===== src/rtl/framing_pkg.sv =====
// framing_pkg
//   Shared definitions for the framing transmitter and the deframer:
//   frame-state encoding, CRC-16/X-25 constants and the SHR byte values.
//   Also provides a helper that returns the expected SHR byte for a
//   given byte index.
package framing_pkg;

  // Frame sequencing states, shared by transmit and receive sides
  typedef enum logic [2:0] {
    WAITING = 3'd0,
    SHR     = 3'd1,
    PHR     = 3'd2,
    PSDU    = 3'd3,
    FCS     = 3'd4
  } state_t;

  // CRC-16/X-25 register init and the bit-reversed polynomial 0x1021
  localparam logic [15:0] CRC_INIT      = 16'hFFFF;
  localparam logic [15:0] CRC_POLY_REFL = 16'h8408;

  // SHR = preamble bytes followed by the two start-of-frame delimiter bytes
  localparam logic [7:0] SHR_PREAMBLE = 8'hAA;
  localparam logic [7:0] SHR_SFD_0    = 8'h98;
  localparam logic [7:0] SHR_SFD_1    = 8'hF3;

  // Expected SHR byte for byte index bc, given the preamble length
  function automatic logic [7:0] shr_byte(input logic [7:0] bc,
                                          input logic [7:0] pre_bytes);
    logic [7:0] b;
    if (bc < pre_bytes) begin
      b = SHR_PREAMBLE;
    end else if (bc == pre_bytes) begin
      b = SHR_SFD_0;
    end else begin
      b = SHR_SFD_1;
    end
    return b;
  endfunction

endpackage


===== src/rtl/crc16_x25_serial.sv =====
// crc16_x25_serial
//   Bit-serial CRC-16/X-25 register (reflected, LSB-first input).
//   Ports:
//     clk      - clock
//     reset_n  - synchronous active-low reset, loads CRC_INIT
//     clear    - reload CRC_INIT (start of a new frame)
//     enable   - shift one bit into the CRC this cycle
//     bit_in   - data bit to absorb
//     crc      - current 16-bit CRC register (not inverted)
module crc16_x25_serial
  import framing_pkg::*;
(
  input  logic        clk,
  input  logic        reset_n,
  input  logic        clear,
  input  logic        enable,
  input  logic        bit_in,
  output logic [15:0] crc
);

  logic        fb;
  logic [15:0] crc_next;

  // Feedback bit becomes the new MSB through the top bit of the
  // reflected polynomial, so a plain shift-and-xor covers it.
  always_comb begin
    fb       = bit_in ^ crc[0];
    crc_next = (crc >> 1) ^ (fb ? CRC_POLY_REFL : 16'h0000);
  end

  always_ff @(posedge clk) begin
    if (!reset_n) begin
      crc <= CRC_INIT;
    end else if (clear) begin
      crc <= CRC_INIT;
    end else if (enable) begin
      crc <= crc_next;
    end
  end

endmodule


===== src/rtl/deframing_crc.sv =====
// deframing_crc
//   Receive-side deframer. Each byte is held on din for 8 clk cycles.
//   Verifies the SHR, latches the PHR length, forwards PHR+PSDU bytes
//   and checks the trailing FCS with a bit-serial CRC-16/X-25.
//   Ports:
//     clk            - bit clock, one data bit per cycle
//     reset_n        - synchronous active-low reset
//     din[7:0]       - received byte, stable for 8 cycles
//     indicator      - start pulse, one cycle before the first SHR cycle
//     dout[7:0]      - forwarded PHR/PSDU byte (din, zero when not valid)
//     dout_valid     - high during every PHR/PSDU cycle
//     next_indicator - pulse on the last FCS cycle
//     crc_ok         - FCS check result, held until the next frame start
//     frame_err      - pulse on SHR mismatch or illegal length
module deframing_crc
  import framing_pkg::*;
#(
  parameter int unsigned MAX_LEN   = 127,
  parameter int unsigned PRE_BYTES = 8
) (
  input  logic       clk,
  input  logic       reset_n,
  input  logic [7:0] din,
  input  logic       indicator,
  output logic [7:0] dout,
  output logic       dout_valid,
  output logic       next_indicator,
  output logic       crc_ok,
  output logic       frame_err
);

  localparam logic [7:0] MAX_LEN_B  = 8'(MAX_LEN);
  localparam logic [7:0] PRE_B      = 8'(PRE_BYTES);
  localparam logic [7:0] SHR_LAST_B = 8'(PRE_BYTES + 1);

  state_t      state, state_next;
  logic [2:0]  ph, ph_next;
  logic [7:0]  bc, bc_next;
  logic [7:0]  len, len_next;
  logic [7:0]  fcs_lo, fcs_lo_next;
  logic [7:0]  fcs_hi, fcs_hi_next;
  logic        crc_ok_q, crc_ok_next;

  logic        crc_clear;
  logic        crc_en;
  logic [15:0] crc;

  logic        valid_int;
  logic        err_int;
  logic        done_int;

  // CRC covers PHR and PSDU bits only, LSB of each byte first
  crc16_x25_serial u_crc (
    .clk     (clk),
    .reset_n (reset_n),
    .clear   (crc_clear),
    .enable  (crc_en),
    .bit_in  (din[ph]),
    .crc     (crc)
  );

  // State, counters and captured fields
  always_ff @(posedge clk) begin
    if (!reset_n) begin
      state    <= WAITING;
      ph       <= 3'd0;
      bc       <= 8'd0;
      len      <= 8'd0;
      fcs_lo   <= 8'd0;
      fcs_hi   <= 8'd0;
      crc_ok_q <= 1'b0;
    end else begin
      state    <= state_next;
      ph       <= ph_next;
      bc       <= bc_next;
      len      <= len_next;
      fcs_lo   <= fcs_lo_next;
      fcs_hi   <= fcs_hi_next;
      crc_ok_q <= crc_ok_next;
    end
  end

  // Next-state and output decode. ph walks the 8 bit cycles of a byte;
  // bc counts bytes inside SHR/PSDU and the two FCS bytes.
  always_comb begin
    state_next  = state;
    ph_next     = ph;
    bc_next     = bc;
    len_next    = len;
    fcs_lo_next = fcs_lo;
    fcs_hi_next = fcs_hi;
    crc_ok_next = crc_ok_q;
    crc_clear   = 1'b0;
    crc_en      = 1'b0;
    valid_int   = 1'b0;
    err_int     = 1'b0;
    done_int    = 1'b0;

    unique case (state)
      WAITING: begin
        ph_next = 3'd0;
        bc_next = 8'd0;
        if (indicator) begin
          state_next  = SHR;
          crc_clear   = 1'b1;
          crc_ok_next = 1'b0;
        end
      end

      SHR: begin
        ph_next = ph + 3'd1;
        if (ph == 3'd0 && din != shr_byte(bc, PRE_B)) begin
          err_int    = 1'b1;
          state_next = WAITING;
          ph_next    = 3'd0;
          bc_next    = 8'd0;
        end else if (ph == 3'd7) begin
          if (bc == SHR_LAST_B) begin
            state_next = PHR;
            bc_next    = 8'd0;
          end else begin
            bc_next = bc + 8'd1;
          end
        end
      end

      PHR: begin
        valid_int = 1'b1;
        crc_en    = 1'b1;
        ph_next   = ph + 3'd1;
        // The length register is only valid from ph==1 onward, so the
        // range check uses din directly in the capture cycle.
        if (ph == 3'd0) begin
          len_next = din;
          if (din > MAX_LEN_B) begin
            err_int    = 1'b1;
            state_next = WAITING;
            ph_next    = 3'd0;
          end
        end else if (ph == 3'd7) begin
          bc_next    = 8'd0;
          state_next = (len == 8'd0) ? FCS : PSDU;
        end
      end

      PSDU: begin
        valid_int = 1'b1;
        crc_en    = 1'b1;
        ph_next   = ph + 3'd1;
        if (ph == 3'd7) begin
          if (bc == len - 8'd1) begin
            state_next = FCS;
            bc_next    = 8'd0;
          end else begin
            bc_next = bc + 8'd1;
          end
        end
      end

      FCS: begin
        ph_next = ph + 3'd1;
        // FCS arrives low byte first; the CRC register is frozen here
        if (ph == 3'd0) begin
          if (bc == 8'd0) begin
            fcs_lo_next = din;
          end else begin
            fcs_hi_next = din;
          end
        end
        if (ph == 3'd7) begin
          if (bc == 8'd1) begin
            done_int    = 1'b1;
            crc_ok_next = ({fcs_hi, fcs_lo} == ~crc);
            state_next  = WAITING;
            bc_next     = 8'd0;
          end else begin
            bc_next = bc + 8'd1;
          end
        end
      end

      default: begin
        state_next = WAITING;
        ph_next    = 3'd0;
        bc_next    = 8'd0;
      end
    endcase
  end

  // Pulses are suppressed while reset is held so an interrupted frame
  // never reports completion or an error.
  always_comb begin
    dout_valid     = valid_int;
    dout           = valid_int ? din : 8'h00;
    frame_err      = err_int & reset_n;
    next_indicator = done_int & reset_n;
    crc_ok         = crc_ok_q;
  end

endmodule


===== config.mk =====
export PLATFORM = sky130hd
export DESIGN_NAME = deframing_crc
export DESIGN_NICKNAME = d
export VERILOG_FILES = /design/src/rtl/framing_pkg.sv /design/src/rtl/crc16_x25_serial.sv /design/src/rtl/deframing_crc.sv
export SDC_FILE = /design/constraint.sdc
export NUM_CORES = 1
export LEC_CHECK = 0
export ABC_AREA = 0
export ABC_CLOCK_PERIOD_IN_PS = 6800
export BUFFER_PORTS_ARGS = -buffer_cell sky130_fd_sc_hd__clkbuf_2
export CORE_UTILIZATION = 60
export CTS_BUF_LIST = sky130_fd_sc_hd__clkbuf_4 sky130_fd_sc_hd__clkbuf_8
export DETAILED_ROUTE_END_ITERATION = 16
export PLACE_DENSITY = 0.77
export REMOVE_ABC_BUFFERS = 1
export SYNTH_ARGS = -nofsm -noshare
export SYNTH_HDL_FRONTEND = slang
export SYNTH_HIERARCHICAL = 1
export SYNTH_SLANG_ARGS = --single-unit

===== constraint.sdc =====
create_clock -name clk -period 6.8 [get_ports clk]
set_clock_uncertainty 0.1 [all_clocks]
set_input_delay 1.02 -clock clk [delete_from_list [all_inputs] [get_ports clk]]
set_output_delay 1.02 -clock clk [all_outputs]
set_load 0.02 [all_outputs]

# Yosys cells after proc, flatten, opt, wreduce, memory -nomap -nowiden
# Index checks and enable logic that the tools add are counted.
# totals
reg_bits	55
in_bits	11
out_inout_bits	12
# classes
n_addsub	3
order_cmp	3
eq_ne	22
n_mux	48
n_bitwise	7
reduce_logical	15
# op_table
cell	n
8-bit two-way mux	11
3-bit two-way mux	15
8-bit one-hot mux with 4 select lines	1
16-bit == test	1
8-bit by 4-bit == test with 1-bit output, second input constant	2
8-bit logical NOT	2
16-bit two-way mux	1
16-bit inverter	1
15-bit by 16-bit XOR with 16-bit output	1
3-bit one-hot mux with 5 select lines	1
7-bit two-way mux	2
2-bit != test, second input constant	7
1-bit two-way mux	13
3-bit != test, second input constant	4
3-bit one-hot mux with 3 select lines	1
9-bit AND reduction	1
8-bit by 1-bit adder with 8-bit output, second input constant	1
8-bit by 1-bit == test with 1-bit output, second input constant	1
8-bit == test	1
8-bit by 7-bit > comparator with 1-bit output, second input constant	1
8-bit by 4-bit < comparator with 1-bit output, second input constant	1
8-bit != test	1
8-bit by 1-bit subtractor with 8-bit output, second input constant	1
3-bit by 2-bit == test with 1-bit output, second input constant	2
other kinds (17)	25

# Depth between registers and ports, before layout
# logic_depth
ltp_word	9
mapped_depth	12
mapped_depth_nobuf	9

# Modules after synthesis
# Netlist, hierarchy kept.
# by_module_without_submodules
mod	instances	cells_per_inst	area_each_um2	seq_area_each_um2
deframing_crc	1	310	2568.7	780.7
crc16_x25_serial	1	70	728.2	320.3

# Worst setup path after synthesis
# Ideal clock, no wire load.
# synth_path
path_kind	input -> output
start	input port din[7]
end	output port frame_err
arrival_time_ns	2.690
required_ns	5.680
path_slack_ns	2.990
path_stages	7
path_buffers	1
path_cell_list	clkbuf_1 > nor4b_1 > and3_1 > a21o_1 > a211oi_1 > a31o_2 > nor4b_1
# synth_via
elab_chain_cells	5
word_cells_on_any_way	8
cone_classes	order compare (1); eq/ne (1); mux (4); bitwise (1); reduce/logical (1)
# synth_lines
element	line	text
start: declaration	deframing_crc.sv:23	input logic [7:0] din,
8-bit by 7-bit > comparator with 1-bit output / 8-bit != test (equally long branches)	deframing_crc.sv:135, deframing_crc.sv:112	
1-bit two-way mux / 1-bit logical AND (equally long branches)	deframing_crc.sv:135, deframing_crc.sv:112	
1-bit two-way mux (on tied branches)	deframing_crc.sv:133, deframing_crc.sv:112	
1-bit one-hot mux with 2 select lines (*)	deframing_crc.sv:99	unique case (state)
1-bit AND (*)	deframing_crc.sv:195	frame_err = err_int & reset_n;
end: declaration	deframing_crc.sv:29	output logic frame_err
# Mark *: on every way between the ends. The rest lies on a longest branch, timed or not.

# Worst setup path after layout
# layout_path
start	input port din[0]
end	output port frame_err
# The elaborated chain is that of the path after synthesis.

==> metrics.txt <==
Clk pwr share=0.346; CTS resizes=0; largest family of logic cells by synthesized area=simple AND/OR/NAND/NOR gates; complex-gate fraction of the synthesized area=0.122; Slew Limit Fails=0; num rows=26; CTS tree=built; PD cells=164 mW/mm^2; Hold Vio Cnt, Final=0; via count=2,673; Mapped Cells=380; setup total negative slack=0 ns; Post-Synthesis Cell Area=about 0.0033 mm^2; post-layout power=0.557 mW; Crit Path Class=in -> out; Final Non-Filler Cells=445; post-synth top area cell=dfxtp_1; multi-input logic area=0.00193 mm^2; fmax=between 200 and 300 MHz; H-tree depth=2; WL per Instance=16.5 um; clk buf depth=2; Pre-Repair DR Iteration Count=5; Hold-fix buffers, CTS=0; die span in y=76.1 um; first-pass GRT wire length=12.2 mm; DRC Markers=0; count of different cell masters after synthesis=55; Fillers=469; fraction of registers with async set/reset=0; critical path launch point type=input pin; Synth Area in Adders=0.0304; Port Buffer Count=22; Post-DRT Antenna Nets=0; placed cells=roughly 440; overall global routing resource usage=0.265; switching portion of total power=0.261; synth warn=6; Placer Congestion=0.857; Final Setup Violations=0; die area=0.00580 mm^2; Synth Flop Type=dfxtp_1; RSZ-0062 raised after global routing=false; CP arrival=about 2.9 ns; Reg area=0.00110 mm^2; top cells by area, synth=dfxtp_1 (33%), mux2i_1 (11%), xor2_1 (5.3%); largest net degree at the start of global routing=30; Post-synth EDFFs=0; simple-gate portion of the synthesized area=0.213; Post-DP Area=0.00329 mm^2; post-CTS setup buffer count=0; clock slew seen by the registers of the worst setup and hold paths=0.10 ns; DRT Wirelength=7.33 mm; Tcrit/Tclk final=0.587; mux contribution to synthesized area=0.126; total CTS buffers=5; leak pwr=around 1.4 nW; part of the power in registers=0.585; total I/O pin count=23; peak supply drop=0.134 mV; initial antenna violation count=0; Antenna Cells=0; register area share after synthesis=0.334; Starting Density=0.633; Max-cap violations=0; Nets=393; share of layout cells above drive strength 1=0.128; Post-Synth XOR/XNOR Area=0.0934; min-delay worst type=reg -> reg; final instance area=0.00339 mm^2; Mean Syn Cell Area=8.68 um^2; Final min period=3.99 ns; Die Width=76.1 um; Vias/cell=6.01; Net Sw Power=between 0.1 and 0.15 mW; crit-path max FO=7; dpl hpwl=5.20 mm; CTS Root Cell=clkbuf_8; clk_lat worst skew=0.32 ns; synthesis-to-layout area growth=2.73%; Worst Tran Pin Value=1.20 ns; Layout Utilization=0.651; GRT overflow=0; crit end category=primary output; post-synth top area share=0.334; core area=0.00520 mm^2; Worst slew margin=0.196; Req. time, crit path=5.68 ns; Pint=0.411 mW; DRT iter0 DRCs=256; combinational power share=0.069; #FFs+latches synth=between 50 and 60; run status=finished, final reports clean; clock sink count=55; vias in the first global route=2,432
-- cell families (layout without fill, tap and decap cells) --
group           count (synthesis)  count (layout)
buf+inv                        50              45
fa+ha+maj                       8               8
compound gates                 56              56
xor+xnor                       32              32
simple gates                  140             140
mux                            39              39
flops                          55              55
-- cells in the mapped netlist (3+ instances only) --
master    number
dfxtp_1       55
nand2_1       44
mux2i_1       36
nor2_1        31
xor2_1        20
clkbuf_1      16
a21oi_1       15
and3_1        15
nand3_1       15
buf_4         14
inv_1         14
xnor2_1       10
o21ai_0        9
ha_1           8
nand4_1        6
a211oi_1       5
nor3_1         5
o211ai_1       5
nand2b_1       4
buf_2          3
buf_6          3
nor4b_1        3
-- placed cells by master (no fill, tap or decap), drive strengths merged, types with 3 or more instances in the layout --
cell	netlist	routed
nor3	5	5
nand2	44	44
dfxtp	55	55
ha	8	8
o211ai	6	6
inv	14	15
nand2b	4	4
and3	15	15
xor2	20	20
or4	3	3
a211oi	6	6
nand4	6	6
nor4	3	3
clkbuf	16	27
nand3	15	15
xnor2	10	10
a21oi	16	16
o31ai	3	3
nor2	31	31
o21ai	10	10
mux2i	36	36
nor4b	3	3
-- power by group through the flow --
stage               sequential, mW  combinational (mW)  clock (mW)
CTS                          0.325              0.0379       0.195
detailed placement           0.333              0.0375           0
global placement             0.333              0.0371           0
global route                 0.326              0.0419       0.209
floorplan                    0.332              0.0231           0
finish                       0.326              0.0386       0.192
-- registers in the layout, summed over array words and instances, names as in the netlist --
register	count
bc	8
ph	3
fcs_hi	8
len	8
fcs_lo	8
crc_ok	1
state	3
u_crc/crc	16
-- per-stage QoR --
| step | hold slack (ns) | setup slack [ns] |
|---|---|---|
| finish | 0.389 | 2.81 |
| global route | 0.425 | 2.74 |
| CTS | 0.388 | 2.84 |
| detailed placement | 0.373 | 2.87 |
| global placement | 0.372 | 2.86 |
| floorplan | 0.355 | 2.93 |
-- critical path, stage by stage --
cell	delay, ns
clkbuf_2	0.15
or3b_2	0.51
or4_4	0.43
o21ai_2	0.09
a211oi_1	0.10
a31o_2	0.24
nor4b_1	0.14
clkbuf_2	0.21
-- worst paths after layout --
path	from	to	slack, ns	cells past startpoint
worst max-delay path	din[0]	frame_err	2.81	8
worst min-delay path	len[5]	len[5]	0.39	2
worst max register to register	ph[0]	bc[4]	3.61	9
worst min register to register	len[5]	len[5]	0.39	2
-- layer usage --
layer  track usage  part of all wire
met1         0.365              0.46
met2         0.430              0.47
met3        0.0383             0.060
met4        0.0788             0.013
met5             0                 0
-- area by class of cell --
type | count | share of cell area
Multi-Input combinational cell | 275 | 0.570
Sequential cell | 55 | 0.325
Timing Repair Buffer | 23 | 0.0347
Tap cell | 70 | 0.0259
Clock buffer | 5 | 0.0203
Inverter | 14 | 0.0155
Clock inverter | 3 | 0.00813
Note: power is estimated with default switching activity, not from simulation.
